`src/rtl/game_flow_ctrl.sv`:
```
// Pong match sequencer: startup, serve hold, play, pause and game-over handling
// with per-player score keeping. All outputs are registered.
module game_flow_ctrl #(
    parameter int WIN_SCORE    = 7,
    parameter int SERVE_FRAMES = 60,
    parameter int OVER_FRAMES  = 180,
    parameter int SCORE_WIDTH  = 4,
    parameter int CNT_WIDTH    = $clog2(((SERVE_FRAMES > OVER_FRAMES) ? SERVE_FRAMES : OVER_FRAMES) + 1)
) (
    input  logic                   clk_0,
    input  logic                   rst,
    input  logic                   frame_tick,
    input  logic                   start_btn,
    input  logic                   sq_out_left,
    input  logic                   sq_out_right,
    output logic                   game_startup,
    output logic                   game_over,
    output logic                   sq_missed,
    output logic                   ball_enable,
    output logic                   serve_dir,
    output logic [SCORE_WIDTH-1:0] score_l,
    output logic [SCORE_WIDTH-1:0] score_r,
    output logic                   winner
);

    localparam logic [2:0] ST_STARTUP = 3'd0;
    localparam logic [2:0] ST_SERVE   = 3'd1;
    localparam logic [2:0] ST_PLAY    = 3'd2;
    localparam logic [2:0] ST_PAUSE   = 3'd3;
    localparam logic [2:0] ST_OVER    = 3'd4;

    localparam logic [CNT_WIDTH-1:0]   CNT_MAX    = {CNT_WIDTH{1'b1}};
    localparam logic [CNT_WIDTH-1:0]   SERVE_LAST = CNT_WIDTH'(SERVE_FRAMES - 1);
    localparam logic [CNT_WIDTH-1:0]   OVER_HOLD  = CNT_WIDTH'(OVER_FRAMES);
    localparam logic [SCORE_WIDTH-1:0] WIN_VAL    = SCORE_WIDTH'(WIN_SCORE);
    localparam logic [SCORE_WIDTH-1:0] SCORE_ONE  = SCORE_WIDTH'(1);

    logic [2:0]             state_r, state_nxt_s;
    logic [CNT_WIDTH-1:0]   cnt_r, cnt_nxt_s;
    logic                   start_prev_r;
    logic                   start_edge_s;
    logic [SCORE_WIDTH-1:0] score_l_r, score_l_nxt_s;
    logic [SCORE_WIDTH-1:0] score_r_r, score_r_nxt_s;
    logic [SCORE_WIDTH-1:0] score_inc_s;
    logic                   serve_dir_r, serve_dir_nxt_s;
    logic                   winner_r, winner_nxt_s;
    logic                   sq_missed_nxt_s;
    logic                   game_startup_r, game_over_r, sq_missed_r, ball_enable_r;

    assign start_edge_s = start_btn & ~start_prev_r;

    // Next-state, score and serve-direction decisions
    always_comb begin
        state_nxt_s     = state_r;
        score_l_nxt_s   = score_l_r;
        score_r_nxt_s   = score_r_r;
        serve_dir_nxt_s = serve_dir_r;
        winner_nxt_s    = winner_r;
        sq_missed_nxt_s = 1'b0;
        score_inc_s     = {SCORE_WIDTH{1'b0}};
        case (state_r)
            ST_STARTUP: begin
                if (start_edge_s) begin
                    state_nxt_s     = ST_SERVE;
                    score_l_nxt_s   = {SCORE_WIDTH{1'b0}};
                    score_r_nxt_s   = {SCORE_WIDTH{1'b0}};
                    serve_dir_nxt_s = 1'b0;
                end else begin
                    state_nxt_s = ST_STARTUP;
                end
            end
            ST_SERVE: begin
                if (frame_tick && (cnt_r == SERVE_LAST)) begin
                    state_nxt_s = ST_PLAY;
                end else begin
                    state_nxt_s = ST_SERVE;
                end
            end
            ST_PLAY: begin
                // Out-of-bounds events outrank a same-cycle start press
                if (sq_out_left && sq_out_right) begin
                    sq_missed_nxt_s = 1'b1;
                    state_nxt_s     = ST_SERVE;
                end else if (sq_out_left) begin
                    score_inc_s     = score_r_r + SCORE_ONE;
                    score_r_nxt_s   = score_inc_s;
                    serve_dir_nxt_s = 1'b1;
                    sq_missed_nxt_s = 1'b1;
                    if (score_inc_s == WIN_VAL) begin
                        state_nxt_s  = ST_OVER;
                        winner_nxt_s = 1'b1;
                    end else begin
                        state_nxt_s = ST_SERVE;
                    end
                end else if (sq_out_right) begin
                    score_inc_s     = score_l_r + SCORE_ONE;
                    score_l_nxt_s   = score_inc_s;
                    serve_dir_nxt_s = 1'b0;
                    sq_missed_nxt_s = 1'b1;
                    if (score_inc_s == WIN_VAL) begin
                        state_nxt_s  = ST_OVER;
                        winner_nxt_s = 1'b0;
                    end else begin
                        state_nxt_s = ST_SERVE;
                    end
                end else if (start_edge_s) begin
                    state_nxt_s = ST_PAUSE;
                end else begin
                    state_nxt_s = ST_PLAY;
                end
            end
            ST_PAUSE: begin
                if (start_edge_s) begin
                    state_nxt_s = ST_PLAY;
                end else begin
                    state_nxt_s = ST_PAUSE;
                end
            end
            ST_OVER: begin
                if (start_edge_s && (cnt_r >= OVER_HOLD)) begin
                    state_nxt_s = ST_STARTUP;
                end else begin
                    state_nxt_s = ST_OVER;
                end
            end
            default: begin
                state_nxt_s = ST_STARTUP;
            end
        endcase
    end

    // Frame counter: restarts on any transition, saturates otherwise
    always_comb begin
        cnt_nxt_s = cnt_r;
        if (state_nxt_s != state_r) begin
            cnt_nxt_s = {CNT_WIDTH{1'b0}};
        end else if (frame_tick && ((state_r == ST_SERVE) || (state_r == ST_OVER)) && (cnt_r != CNT_MAX)) begin
            cnt_nxt_s = cnt_r + CNT_WIDTH'(1);
        end else begin
            cnt_nxt_s = cnt_r;
        end
    end

    // State, counter, scores and registered outputs
    always_ff @(posedge clk_0 or negedge rst) begin
        if (!rst) begin
            state_r        <= ST_STARTUP;
            cnt_r          <= {CNT_WIDTH{1'b0}};
            start_prev_r   <= 1'b1;
            score_l_r      <= {SCORE_WIDTH{1'b0}};
            score_r_r      <= {SCORE_WIDTH{1'b0}};
            serve_dir_r    <= 1'b0;
            winner_r       <= 1'b0;
            game_startup_r <= 1'b1;
            game_over_r    <= 1'b0;
            sq_missed_r    <= 1'b0;
            ball_enable_r  <= 1'b0;
        end else begin
            state_r        <= state_nxt_s;
            cnt_r          <= cnt_nxt_s;
            start_prev_r   <= start_btn;
            score_l_r      <= score_l_nxt_s;
            score_r_r      <= score_r_nxt_s;
            serve_dir_r    <= serve_dir_nxt_s;
            winner_r       <= winner_nxt_s;
            game_startup_r <= (state_nxt_s == ST_STARTUP);
            game_over_r    <= (state_nxt_s == ST_OVER);
            sq_missed_r    <= sq_missed_nxt_s;
            ball_enable_r  <= (state_nxt_s == ST_PLAY);
        end
    end

    assign game_startup = game_startup_r;
    assign game_over    = game_over_r;
    assign sq_missed    = sq_missed_r;
    assign ball_enable  = ball_enable_r;
    assign serve_dir    = serve_dir_r;
    assign score_l      = score_l_r;
    assign score_r      = score_r_r;
    assign winner       = winner_r;

endmodule
```
`config.mk`:
```
export PLATFORM = sky130hd
export DESIGN_NAME = game_flow_ctrl
export DESIGN_NICKNAME = d
export VERILOG_FILES = /design/src/rtl/game_flow_ctrl.sv
export SDC_FILE = /design/constraint.sdc
export NUM_CORES = 1
export LEC_CHECK = 0
export BUFFER_PORTS_ARGS = -buffer_cell sky130_fd_sc_hd__buf_2
export CORE_UTILIZATION = 57
export DETAILED_ROUTE_END_ITERATION = 7
export PLACE_DENSITY = 0.84
export SLEW_MARGIN = 20
export SYNTH_ARGS = -nofsm -noshare
export SYNTH_HDL_FRONTEND = slang
export SYNTH_SLANG_ARGS = --single-unit
export TNS_END_PERCENT = 20
```
`constraint.sdc`:
```
create_clock -name clk_0 -period 2.4 [get_ports clk_0]
set_clock_uncertainty 0.1 [all_clocks]
set_input_delay 0.24 -clock clk_0 [delete_from_list [all_inputs] [get_ports clk_0]]
set_output_delay 0.24 -clock clk_0 [all_outputs]
set_load 0.02 [all_outputs]
```
Yosys cells after proc, flatten, opt, wreduce, memory -nomap -nowiden
Cells that the tools add are included.

cells by class
  add/subtract/negate cells = 3
  $mul = 0
  divide/modulo/power cells = 0
  order comparisons = 1
  eq/ne operators = 18
  shifts and indexed selects = 0
  multiplexer cells = 34
  bitwise operators = 3
  reduce and logical (&&, ||, !) cells = 16

operators by type and width
  operator               number
  $mux W4                6
  $mux W3                6
  $mux W8                2
  $pmux W4 S2            2
  $mux W1                15
  $pmux W3 S5            1
  $ne A2 B2 Y1 const B   5
  $reduce_and A5 Y1      2
  $eq A3 B2 Y1 const B   3
  $add A4 B1 Y4 const B  2
  $add A8 B1 Y8 const B  1
  $eq A4 B3 Y1 const B   2
  $eq A8 B6 Y1 const B   1
  $ge A8 B8 Y1 const B   1
  $ne A8 B8 Y1 const B   1
  $reduce_and A4 Y1      2
  $reduce_bool A2 Y1     4
  $eq A3 B3 Y1 const B   2
  $logic_not A3 Y1       2
  $logic_and A1 B1 Y1    5
  $eq A3 B1 Y1 const B   1
  $ne A3 B3 Y1           1
  $ne A3 B3 Y1 const B   1
  $mux W2                1
  other kinds (5)        6

storage, ports and cells
  register bits after elaboration = 26
  bits in latches = 0
  memory bits (writable) = 0
  bits in read-only memories = 0
  input bits = 6
  output and inout bits = 14
  logic and storage cells = 86
  memories kept = 0

Depth between registers and ports, before layout
Gate-level depths: netlist of the first run.

  depth after elaboration = 9
  depth in mapped cells = 6

Worst setup path after synthesis of the first run
Ideal clock, no wire load.

  kind = reg2reg
  start = reg score_l_r[0] (netlist: score_l[0])
  end = reg cnt_r[6]
  library setup time = 105 ps
  arrival = 1801 ps
  path slack = 394 ps
  stages on the path, launching flop included = 7
  buffers on the path = 0
  cells stage by stage = dfrtp_1 ha_1 xor2_1 nand3_1 nor4_2 a211oi_4 nor4b_1

on the way
  cells in the longest elaborated chain, start to end = 9

RTL lines
  item                                           line  source
  from (decl)                                    42    logic [SCORE_WIDTH-1:0] score_l_r, score_l_nxt_s;
  from (signal assigned)                         150   score_l_r <= {SCORE_WIDTH{1'b0}};
  from (signal assigned)                         162   score_l_r <= score_l_nxt_s;
  $add A4 B1 Y4 *                                96    score_inc_s = score_l_r + SCORE_ONE;
  $eq A4 B3 Y1 *                                 100   if (score_inc_s == WIN_VAL) begin
  $mux W3 *                                      100
  $mux W3 *                                      95    end else if (sq_out_right) begin
  $mux W3 *                                      84    end else if (sq_out_left) begin
  $mux W3 *                                      81    if (sq_out_left && sq_out_right) begin
  $pmux W3 S5 *                                  61    case (state_r)
  $ne A3 B3 Y1 *                                 135   if (state_nxt_s != state_r) begin
  $mux W8 or $reduce_bool A2 Y1 (tied branches)  n/a
  to (signal assigned)                           148   cnt_r <= {CNT_WIDTH{1'b0}};
  to (signal assigned)                           160   cnt_r <= cnt_nxt_s;
  to (decl)                                      39    logic [CNT_WIDTH-1:0] cnt_r, cnt_nxt_s;

Every way passes the cells marked *; elsewhere a longest branch is shown, timed or not.
A chain may end at the register's enable or synchronous reset.

Worst setup path after layout of the first run
  start = reg score_l_r[0] (netlist: score_l[0])
  end = reg cnt_r[4]

Same word-level chain as after synthesis.

==> results of run 1 <==
==> final cells by class <==
type                            count  area, sq um
Multi-Input combinational cell    124          863
Fill cell                         206          798
Sequential cell                    26          653
Timing Repair Buffer               23          130
Tap cell                           30         37.5
Clock buffer                        4         36.3
Inverter                            7         26.3
==> Yosys cell counts, drive strengths merged (3+ instances only) <==
library cell / instances
nand2: 13
ha: 6
nand3: 8
a21oi: 3
nor3: 5
nand3b: 3
inv: 7
nand2b: 4
nand4: 3
nor2: 12
xor2: 6
nor4bb: 6
o21ai: 15
nor2b: 3
dfrtp: 24
o31ai: 5
xnor2: 5
==> cells in the final DEF, fill, tap and decap left out, drive strengths merged, types with 2 or more instances in the layout <==
cell type,n
dfrtp,24
buf,21
o21ai,15
nand2,13
nor2,12
nand3,8
inv,7
xor2,6
nor4bb,6
ha,6
xnor2,5
nor3,5
o31ai,5
nand2b,4
clkbuf,4
nor2b,3
nand3b,3
nand4,3
a21oi,3
o211a,2
a211o,2
nor3b,2
dfstp,2
dlygate4sd3,2
a31oi,2
nor4,2
nor4b,2
==> worst min-delay path, stage by stage <==
cell and delay [ns]:
buf_2 0.14, inv_1 0.08, o21ai_0 0.09
==> per-layer routing <==
metal	part of all wire [%]	track usage, %	up-vias
met3	4.6	3.33	7
met5	0	0	-
li1	-	-	630
met2	49	40.2	40
met1	45	30.3	623
met4	1.4	9.83	0
==> flip-flops by register name, indices dropped and copies added, names as in the netlist <==
name and count:
sq_missed 1, ball_enable 1, score_l 4, game_over 1
cnt_r 8, winner 1, start_prev_r 1, score_r 4
serve_dir 1, game_startup 1, state_r 3
==> worst max path at each step <==
stage	from	end	slack, ns	depth (start not counted)
global route	score_l[0]	cnt_r[4]	0.05	6
floorplan	score_l[0]	cnt_r[6]	0.39	6
finish	score_l[0]	cnt_r[4]	0.21	6
CTS	score_l[0]	cnt_r[4]	0.22	6
detailed placement	score_l[0]	cnt_r[4]	0.25	6
global placement	cnt_r[6]	cnt_r[5]	0.34	5
==> kinds of logic after synthesis <==
group	after synthesis	synth area share [%]
and+or+nand+nor	70	26.8
AOI/OAI and AO/OA	36	16.5
DFF	26	41.6
xor gates and xnor gates	11	6.13
buffers and inverters	10	3.50
adders and majority gates	6	4.78
muxes	1	0.717
==> power groups by stage <==
| stage | Sequential, mW | Combinational, mW | Clock, mW |
|---|---|---|---|
| after CTS | 0.595 | 0.396 | 0.222 |
| after global routing | 0.608 | 0.438 | 0.236 |
| after global placement | 0.600 | 0.370 | 0 |
| after floorplan | 0.587 | 0.296 | 0 |
| final | 0.599 | 0.395 | 0.218 |
| after detailed placement | 0.605 | 0.390 | 0 |
==> through the flow <==
stage	util (%)	worst slack [ns]	std cells	power, mW	instance area [sq um]
after floorplan	-	0.394	160	0.883	1570
after global placement	66.4	0.343	208	0.970	1690
after detailed placement	66.4	0.253	208	0.995	1690
after CTS	68.6	0.222	214	1.21	1750
after global routing	68.6	0.0460	214	1.28	1750
final	68.6	0.207	214	1.21	1750
==> results.md, run 1 <==
- First DRT Iteration DRCs: 39
- Post-synthesis cell type count: 48
- Mapped Cells: 160
- Status: finished clean
- Hold_buf cts: 2
- Worst Hold Depth: 3
- Post-synthesis register bit count: 26
- Mapped cell area: 1570 sq um
- Top delay family on crit path: simple AND/OR/NAND/NOR gates
- Final setup vio count: 0
- Clock power share: 18.0%
- Post-DP HPWL: 2430 microns
- Hold EP: winner
- EDFF count, synth: 0
- CP max FO: 8
- Reg2reg path depth: 6
- Post-Route Setup TNS: 0 ns
- Pre-Repair DR Iteration Count: 4
- Synth top area share: around two fifths
- Wire per inst: 14.9 microns
- Remaining antenna violation count after routing: 0
- Antenna violations before repair: 0
- Final Max Slew Viols: 0
- Warnings, synthesis: 0
- Fin Hold WS: around 0.17 ns
- PostCTS Resize Cnt: 0
- WP data required: 2.51 ns
- Reg-to-Reg End: cnt_r[4]
- VDD IR max: 0.540 mV
- Clk Latency, worst-skew pair: 0.32 ns
- Core ar.: 2540 sq um
- Register area share after synthesis: 41.6%
- Cell-internal power: roughly 0.8 mW
- Global-route wire length before repair: 4910 microns
- Final wirelength: 3180 microns
- MaxCap Viol Count: 0
- Via count: 1300
- Top_reg_cell synth: dfrtp_1
- Switching power: about 0.43 mW
- Sequential Power Share: 49.5%
- Layout cells sized above 1: about a fifth
- Critical setup path kind: register to register
- Total GRT Usage: 23.8%
- Largest net degree at the start of global routing: 27
- Max Fclk: between 400 and 500 MHz
- Unrepaired setup endpoints after global routing: false
- DIE AREA: just under 3000 sq um
- CTS tree: done
- Cells taking the most area after synthesis: dfrtp_1 (38%), ha_1 (4.8%), o21ai_0 (4.1%)
- CP Cell Sequence: ha_1 > xor2_1 > nand3_1 > nor4_2 > a211oi_4 > nor4bb_1
- Sw frac: 35.4%
- Cell with the biggest individual delay on the critical path: nor4_2
- Initial cell density of the core: between 60 and 70%
- Comb power frac: between 30% and 40%
- Nets@finish: 197
- FFs w/ async S/R, synth: 100%
- Worst-margin pin slew: approximately 0.57 ns
- Root buf cell: clkbuf_4
- DIE WIDTH: 54.5 microns
- Synth area leader: dfrtp_1
- Worst Setup End Kind: register
- Inserted Clock Buffers: 3
- Vias in the first global route: 1116
- Syn Nets: around 170
- Clk buf depth: 2
- Reg-to-Reg Start: score_l[0]
- Area Growth Syn to Fin: 11.1%
- Antenna cell count: 0
- Avg Synthesized Cell Area: a little under 10 sq um
- Final hold violations: 0
- Sum of buffers and inverters on the critical path: 0
- Postcts setup bufs: 0
- Pwr Density: 694 nW/um^2
- Top Ports: 20
- CP Data Arrival Time: between 2 and 2.5 ns
- Fin crit share: 91.4%
- Worst Hold Class: primary input to register
- Grt ovf: 0
- Setup crit start kind: register
- DRC: 0
- Vias per inst: 6.07
- Worst slew margin: 61.7%
- CP max stage delay: around 0.5 ns
- Clk sinks: 26
- Min-Delay Startpoint: sq_out_left
- CTS H-tree lvls: 1
- Routability cong.: 0.825
- Die Y: 54.5 microns
- Row count: 18
- Port Buffers: 19
- Leak: just under 0.9 nW
- Clock period minus worst slack: 2.19 ns
- Reg2Reg Setup Slack: about 0.21 ns
- Clk slew on worst S/H paths: approximately 0.14 ns
No activity file was read; power rests on OpenSTA's default activity.
==> inputs of run 2 (changes only) <==
--- a/config.mk
+++ b/config.mk
@@ -6,11 +6,10 @@
 export NUM_CORES = 1
 export LEC_CHECK = 0
 export BUFFER_PORTS_ARGS = -buffer_cell sky130_fd_sc_hd__buf_2
-export CORE_UTILIZATION = 57
+export CORE_UTILIZATION = 30
 export DETAILED_ROUTE_END_ITERATION = 7
-export PLACE_DENSITY = 0.84
+export PLACE_DENSITY = 0.52
 export SLEW_MARGIN = 20
 export SYNTH_ARGS = -nofsm -noshare
 export SYNTH_HDL_FRONTEND = slang
 export SYNTH_SLANG_ARGS = --single-unit
-export TNS_END_PERCENT = 20
==> run 2 against run 1 <==
Compared with the run above: first-iteration DRC count increased by 7.7%; sequential share of layout area decreased by 1.8 points; critical endpoint is now cnt_r[7]; largest cell class unchanged; sequential cell count did not move.
==> results.md, run 2 (synthesis results as in run 1) <==
- CP Cell Sequence: or4b_4 > nor4b_2 > o31ai_1 > a211oi_4 > nor4bb_1
- Post-route setup slack: slightly above 0.2 ns
- Post-Route Setup TNS: 0 ns
- Port Buffers: 19
- CTS H-tree lvls: 1
- Global-route wire length before repair: between 6000 and 7000 microns
- Postcts setup bufs: 0
- Clk buf depth: 2
- Worst-margin pin slew: around 0.60 ns
- Root buf cell: clkbuf_8
- CTS tree: done
- Hold_buf cts: 2
- Grt ovf: 0
- Largest register FFs: 8
- Sum of buffers and inverters on the critical path: 0
- WP data required: 2.44 ns
- Top delay family on crit path: simple AND/OR/NAND/NOR gates
- Die Y: 74.4 microns
- DIE AREA: 5530 sq um
- DRC: 0
- Antenna violations before repair: 0
- Pre-CTS WS: 0.230 ns
- Fin crit share: 91.5%
- Setup crit start kind: register
- Pre-Repair DR Iteration Count: 4
- VDD IR max: between 0.3 and 0.4 mV
- Initial cell density of the core: 32.2%
- CP max FO: 8
- DIE WIDTH: 74.4 microns
- First DRT Iteration DRCs: 42
- Largest net degree at the start of global routing: 27
- Max Fclk: 455 MHz
- Routability cong.: 0.735
- PostCTS Resize Cnt: 0
- Fin Hold WS: 0.216 ns
- Commonest cells after routing, fill and taps aside: dfrtp_1 (24), buf_2 (19), nand2_1 (13), o21ai_0 (13), nor2_1 (11)
- Final setup vio count: 0
- Via count: 1289
- Unrepaired setup endpoints after global routing: false
- MaxCap Viol Count: 0
- Commonest non-fill, non-tap cell in the layout: dfrtp_1
- Status: finished clean
- Worst slew margin: 60.0%
- Worst Setup End Kind: register
- Antenna cell count: 0
- CP max stage delay: 0.58 ns
- Leak: approximately 0.9 nW
- CP Data Arrival Time: approximately 2.2 ns
- Remaining antenna violation count after routing: 0
- Core ar.: 4880 sq um
- Clk slew on worst S/H paths: 0.09 ns
- Largest Register: cnt_r
- Inserted Clock Buffers: 3
- Clk sinks: 26
- Vias per inst: 5.12
- Cell with the biggest individual delay on the critical path: or4b_4
- Vias in the first global route: ~1300
- Final Max Slew Viols: 0
- Clk Latency, worst-skew pair: 0.27 ns
- Post-DP HPWL: 2670 microns
- Layout cells sized above 1: between 20% and 30%
- Row count: 25
- Nets@finish: 198
- Post-route core utilization: between 30 and 40%
- Clock period minus worst slack: approximately 2.2 ns
- Area Growth Syn to Fin: 16.8%
- Critical setup path kind: register to register
- Final hold violations: 0
- Final wirelength: 3540 microns
- Worst Hold Class: primary input to register
- Total GRT Usage: 14.3%
- Wire per inst: around 14 microns
- Top Ports: 20
- Pwr Density: ~740 nW/um^2
[run 2: metal layers]
metal  vias up  GRT usage [%]  part of all wire [%]
met2        17           25.3                    50
met4         0           1.89                  0.23
met1       639           18.3                    46
li1        631              -                     -
met3         2           3.12                   2.9
met5         -              0                     0
[run 2: where the power goes]
part           leakage [nW]  switching [mW]  internal [mW]
Combinational         0.520           0.200          0.183
Clock                0.0357           0.145          0.223
Sequential            0.340           0.101          0.508
Total                 0.896           0.446          0.914
[run 2: final timing paths]
kind                             startpoint     endpoint  slack, ns  cells past startpoint
worst min-delay path            sq_out_left       winner       0.22                      3
max in group asynchronous               rst  ball_enable       1.40                      2
worst max-delay path               cnt_r[6]     cnt_r[7]       0.20                      5
worst max register to register     cnt_r[6]     cnt_r[7]       0.20                      5
min in group asynchronous               rst     cnt_r[4]       0.39                      2
worst min register to register    serve_dir    serve_dir       0.39                      2
[run 2: metrics by stage]
stage	std cells	power, mW	cell area [sq um]
5_1_grt	252	1.46	1840
6_report	252	1.36	1840
2_1_floorplan	160	0.883	1570
4_1_cts	252	1.38	1840
3_5_place_dp	246	0.999	1740
3_3_place_gp	246	0.980	1740
[run 2: worst min-delay path: cells and delay by family]
kind | cells | cell delay, ns
compound gates | 1 | 0.08
buf+inv | 2 | 0.23
[run 2: area by class of cell]
| type | instances | area, sq um |
|---|---|---|
| clock buffers | 3 | 41.3 |
| clock inverters | 1 | 30.0 |
| fillers | 512 | 3040 |
| inverters | 7 | 26.3 |
| multi-input cells | 124 | 863 |
| flip-flops and latches | 26 | 653 |
| well taps | 67 | 83.8 |
| repair buffers | 24 | 138 |
==> inputs of run 3 (changes only) <==
--- a/config.mk
+++ b/config.mk
@@ -6,6 +6,7 @@
 export NUM_CORES = 1
 export LEC_CHECK = 0
 export BUFFER_PORTS_ARGS = -buffer_cell sky130_fd_sc_hd__buf_2
+export CORE_ASPECT_RATIO = 1.25
 export CORE_UTILIZATION = 30
 export DETAILED_ROUTE_END_ITERATION = 7
 export PLACE_DENSITY = 0.52
==> run 3 against run 2 <==
Compared with the run above: die area is essentially flat; setup slack gained 0.053 ns; wire length shrank 7.7%; maximum frequency grew 2.5%; register-to-register slack gained 0.05 ns; non-clock buffer count grew 1; sequential share of layout area is essentially flat; core utilization shrank 1.2 points; clock power is essentially flat; largest cell class unchanged.
==> results.md, run 3 (synthesis results as in run 1) <==
- Status: finished clean
- DIE AREA: approximately 5500 sq um
- Postcts setup bufs: 0
- Worst slew margin: 61.7%
- Nets@finish: 199
- Top Ports: 20
- Cell with the biggest individual delay on the critical path: or4b_4
- Core ar.: 5040 sq um
- Hold_buf cts: 2
- CP Cell Sequence: or4b_4 > nor4b_2 > o31ai_1 > a211oi_4 > nor4bb_1
- Grt ovf: 0
- Pwr Density: roughly 740 nW/um^2
- Inserted Clock Buffers: 3
- Row count: 29
- Non-Filler Instances: 248
- CTS H-tree lvls: 1
- Global-route wire length before repair: 5660 microns
- CP max stage delay: 0.57 ns
- Commonest non-fill, non-tap cell in the layout: dfrtp_1
- Post-Place Cell Area: 1750 sq um
- Setup crit start kind: register
- Routability cong.: 0.727
- Largest net degree at the start of global routing: 27
- MaxCap Viol Count: 0
- Final wirelength: 3270 microns
- Critical setup path kind: register to register
- Die Y: 82.9 microns
- Wire per inst: 13.2 microns
- Overall Power: ~1.4 mW
- Top delay family on crit path: simple AND/OR/NAND/NOR gates
- Min-Delay Startpoint: sq_out_left
- Post-DP HPWL: 2490 microns
- Vias per inst: roughly 5.1
- Final setup vio count: 0
- CP max FO: 8
- Port Buffers: 19
- CP Data Arrival Time: 2.19 ns
- Initial cell density of the core: 31.2%
- Commonest cells after routing, fill and taps aside: dfrtp_1 (24), buf_2 (19), nand2_1 (13), o21ai_0 (13), nor2_1 (11)
- Antenna cell count: 0
- DRC: 0
- Largest register FFs: 8
- FILL cells: around 530
- Max Fclk: between 400 and 500 MHz
- Clock period minus worst slack: 2.14 ns
- Pre-Repair DR Iteration Count: 4
- DIE WIDTH: 66.7 microns
- Largest Register: cnt_r
- CP Launch Point: cnt_r[6]
- Antenna violations before repair: 0
- Worst Setup End Kind: register
- Layout cells sized above 1: 21.5%
- Remaining antenna violation count after routing: 0
- Final hold violations: 0
- WP data required: 2.45 ns
- Area Growth Syn to Fin: 16.9%
- Clk slew on worst S/H paths: around 0.09 ns
- Total GRT Usage: about an eighth
- Via count: 1261
- Final Max Slew Viols: 0
- Fin crit share: 89.3%
- Reg-to-Reg Start: cnt_r[6]
- Sum of buffers and inverters on the critical path: 0
- Post-route core utilization: between 30% and 40%
- Clk Latency, worst-skew pair: roughly 0.28 ns
- Worst-margin pin slew: 0.575 ns
- PostCTS Resize Cnt: 0
- CTS tree: done
- Vias in the first global route: about 1200
- First DRT Iteration DRCs: 61
- Post-Route Setup TNS: 0 ns
- Placed insts: about 240
- Clk sinks: 26
- Clk buf depth: 2
- Leak: 0.901 nW
- Worst Hold Class: primary input to register
- Root buf cell: clkbuf_8
- Unrepaired setup endpoints after global routing: false
- Design area: 1840 sq um
- VDD IR max: 0.270 mV
## run 3: changes by cell type in the layout (fill, tap and decap cells not counted), sizes merged
cell,previous run,this run
buf,22,23
## run 3: layer usage
layer	global-route usage (%)	vias up	wire [microns]
li1	-	635	-
met5	0	-	0
met1	18.0	603	1590
met3	1.65	5	83
met2	20.8	18	1540
met4	5.22	0	54
## run 3: power breakdown
part	internal [mW]	switching, mW
sequential	0.508	0.0836
combinational	0.192	0.207
clock	0.223	0.146
total	0.923	0.437
## run 3: final cells by class
type | instances | area [sq um] | share of cell area (%)
Inverter | 7 | 26.3 | 1.43
Sequential cell | 26 | 653 | 35.6
Multi-Input combinational cell | 124 | 863 | 47.0
Tap cell | 62 | 77.6 | 4.22
Clock buffer | 3 | 41.3 | 2.25
Timing Repair Buffer | 25 | 145 | 7.90
Clock inverter | 1 | 30.0 | 1.63
## run 3: path summary, 6_finish.rpt
kind	end	cells past startpoint	slack (ns)
max in group asynchronous	game_startup	2	1.43
worst max register to register	cnt_r[0]	5	0.26
worst min-delay path	winner	3	0.20
worst max-delay path	cnt_r[0]	5	0.26
worst min register to register	serve_dir	2	0.39
min in group asynchronous	cnt_r[5]	2	0.39
## run 3: tightest hold or removal path, cell delays in order
cell and delay [ns]:
buf_2 0.14, inv_1 0.08, o21ai_0 0.08
## run 3: through the flow
stage / worst slack (ns) / hold slack (ns)
3_5_place_dp: 0.257 / 0.174
4_1_cts: 0.242 / 0.207
5_1_grt: 0.0540 / 0.223
3_3_place_gp: 0.261 / 0.185
6_report: 0.257 / 0.203
2_1_floorplan: 0.394 / -0.156
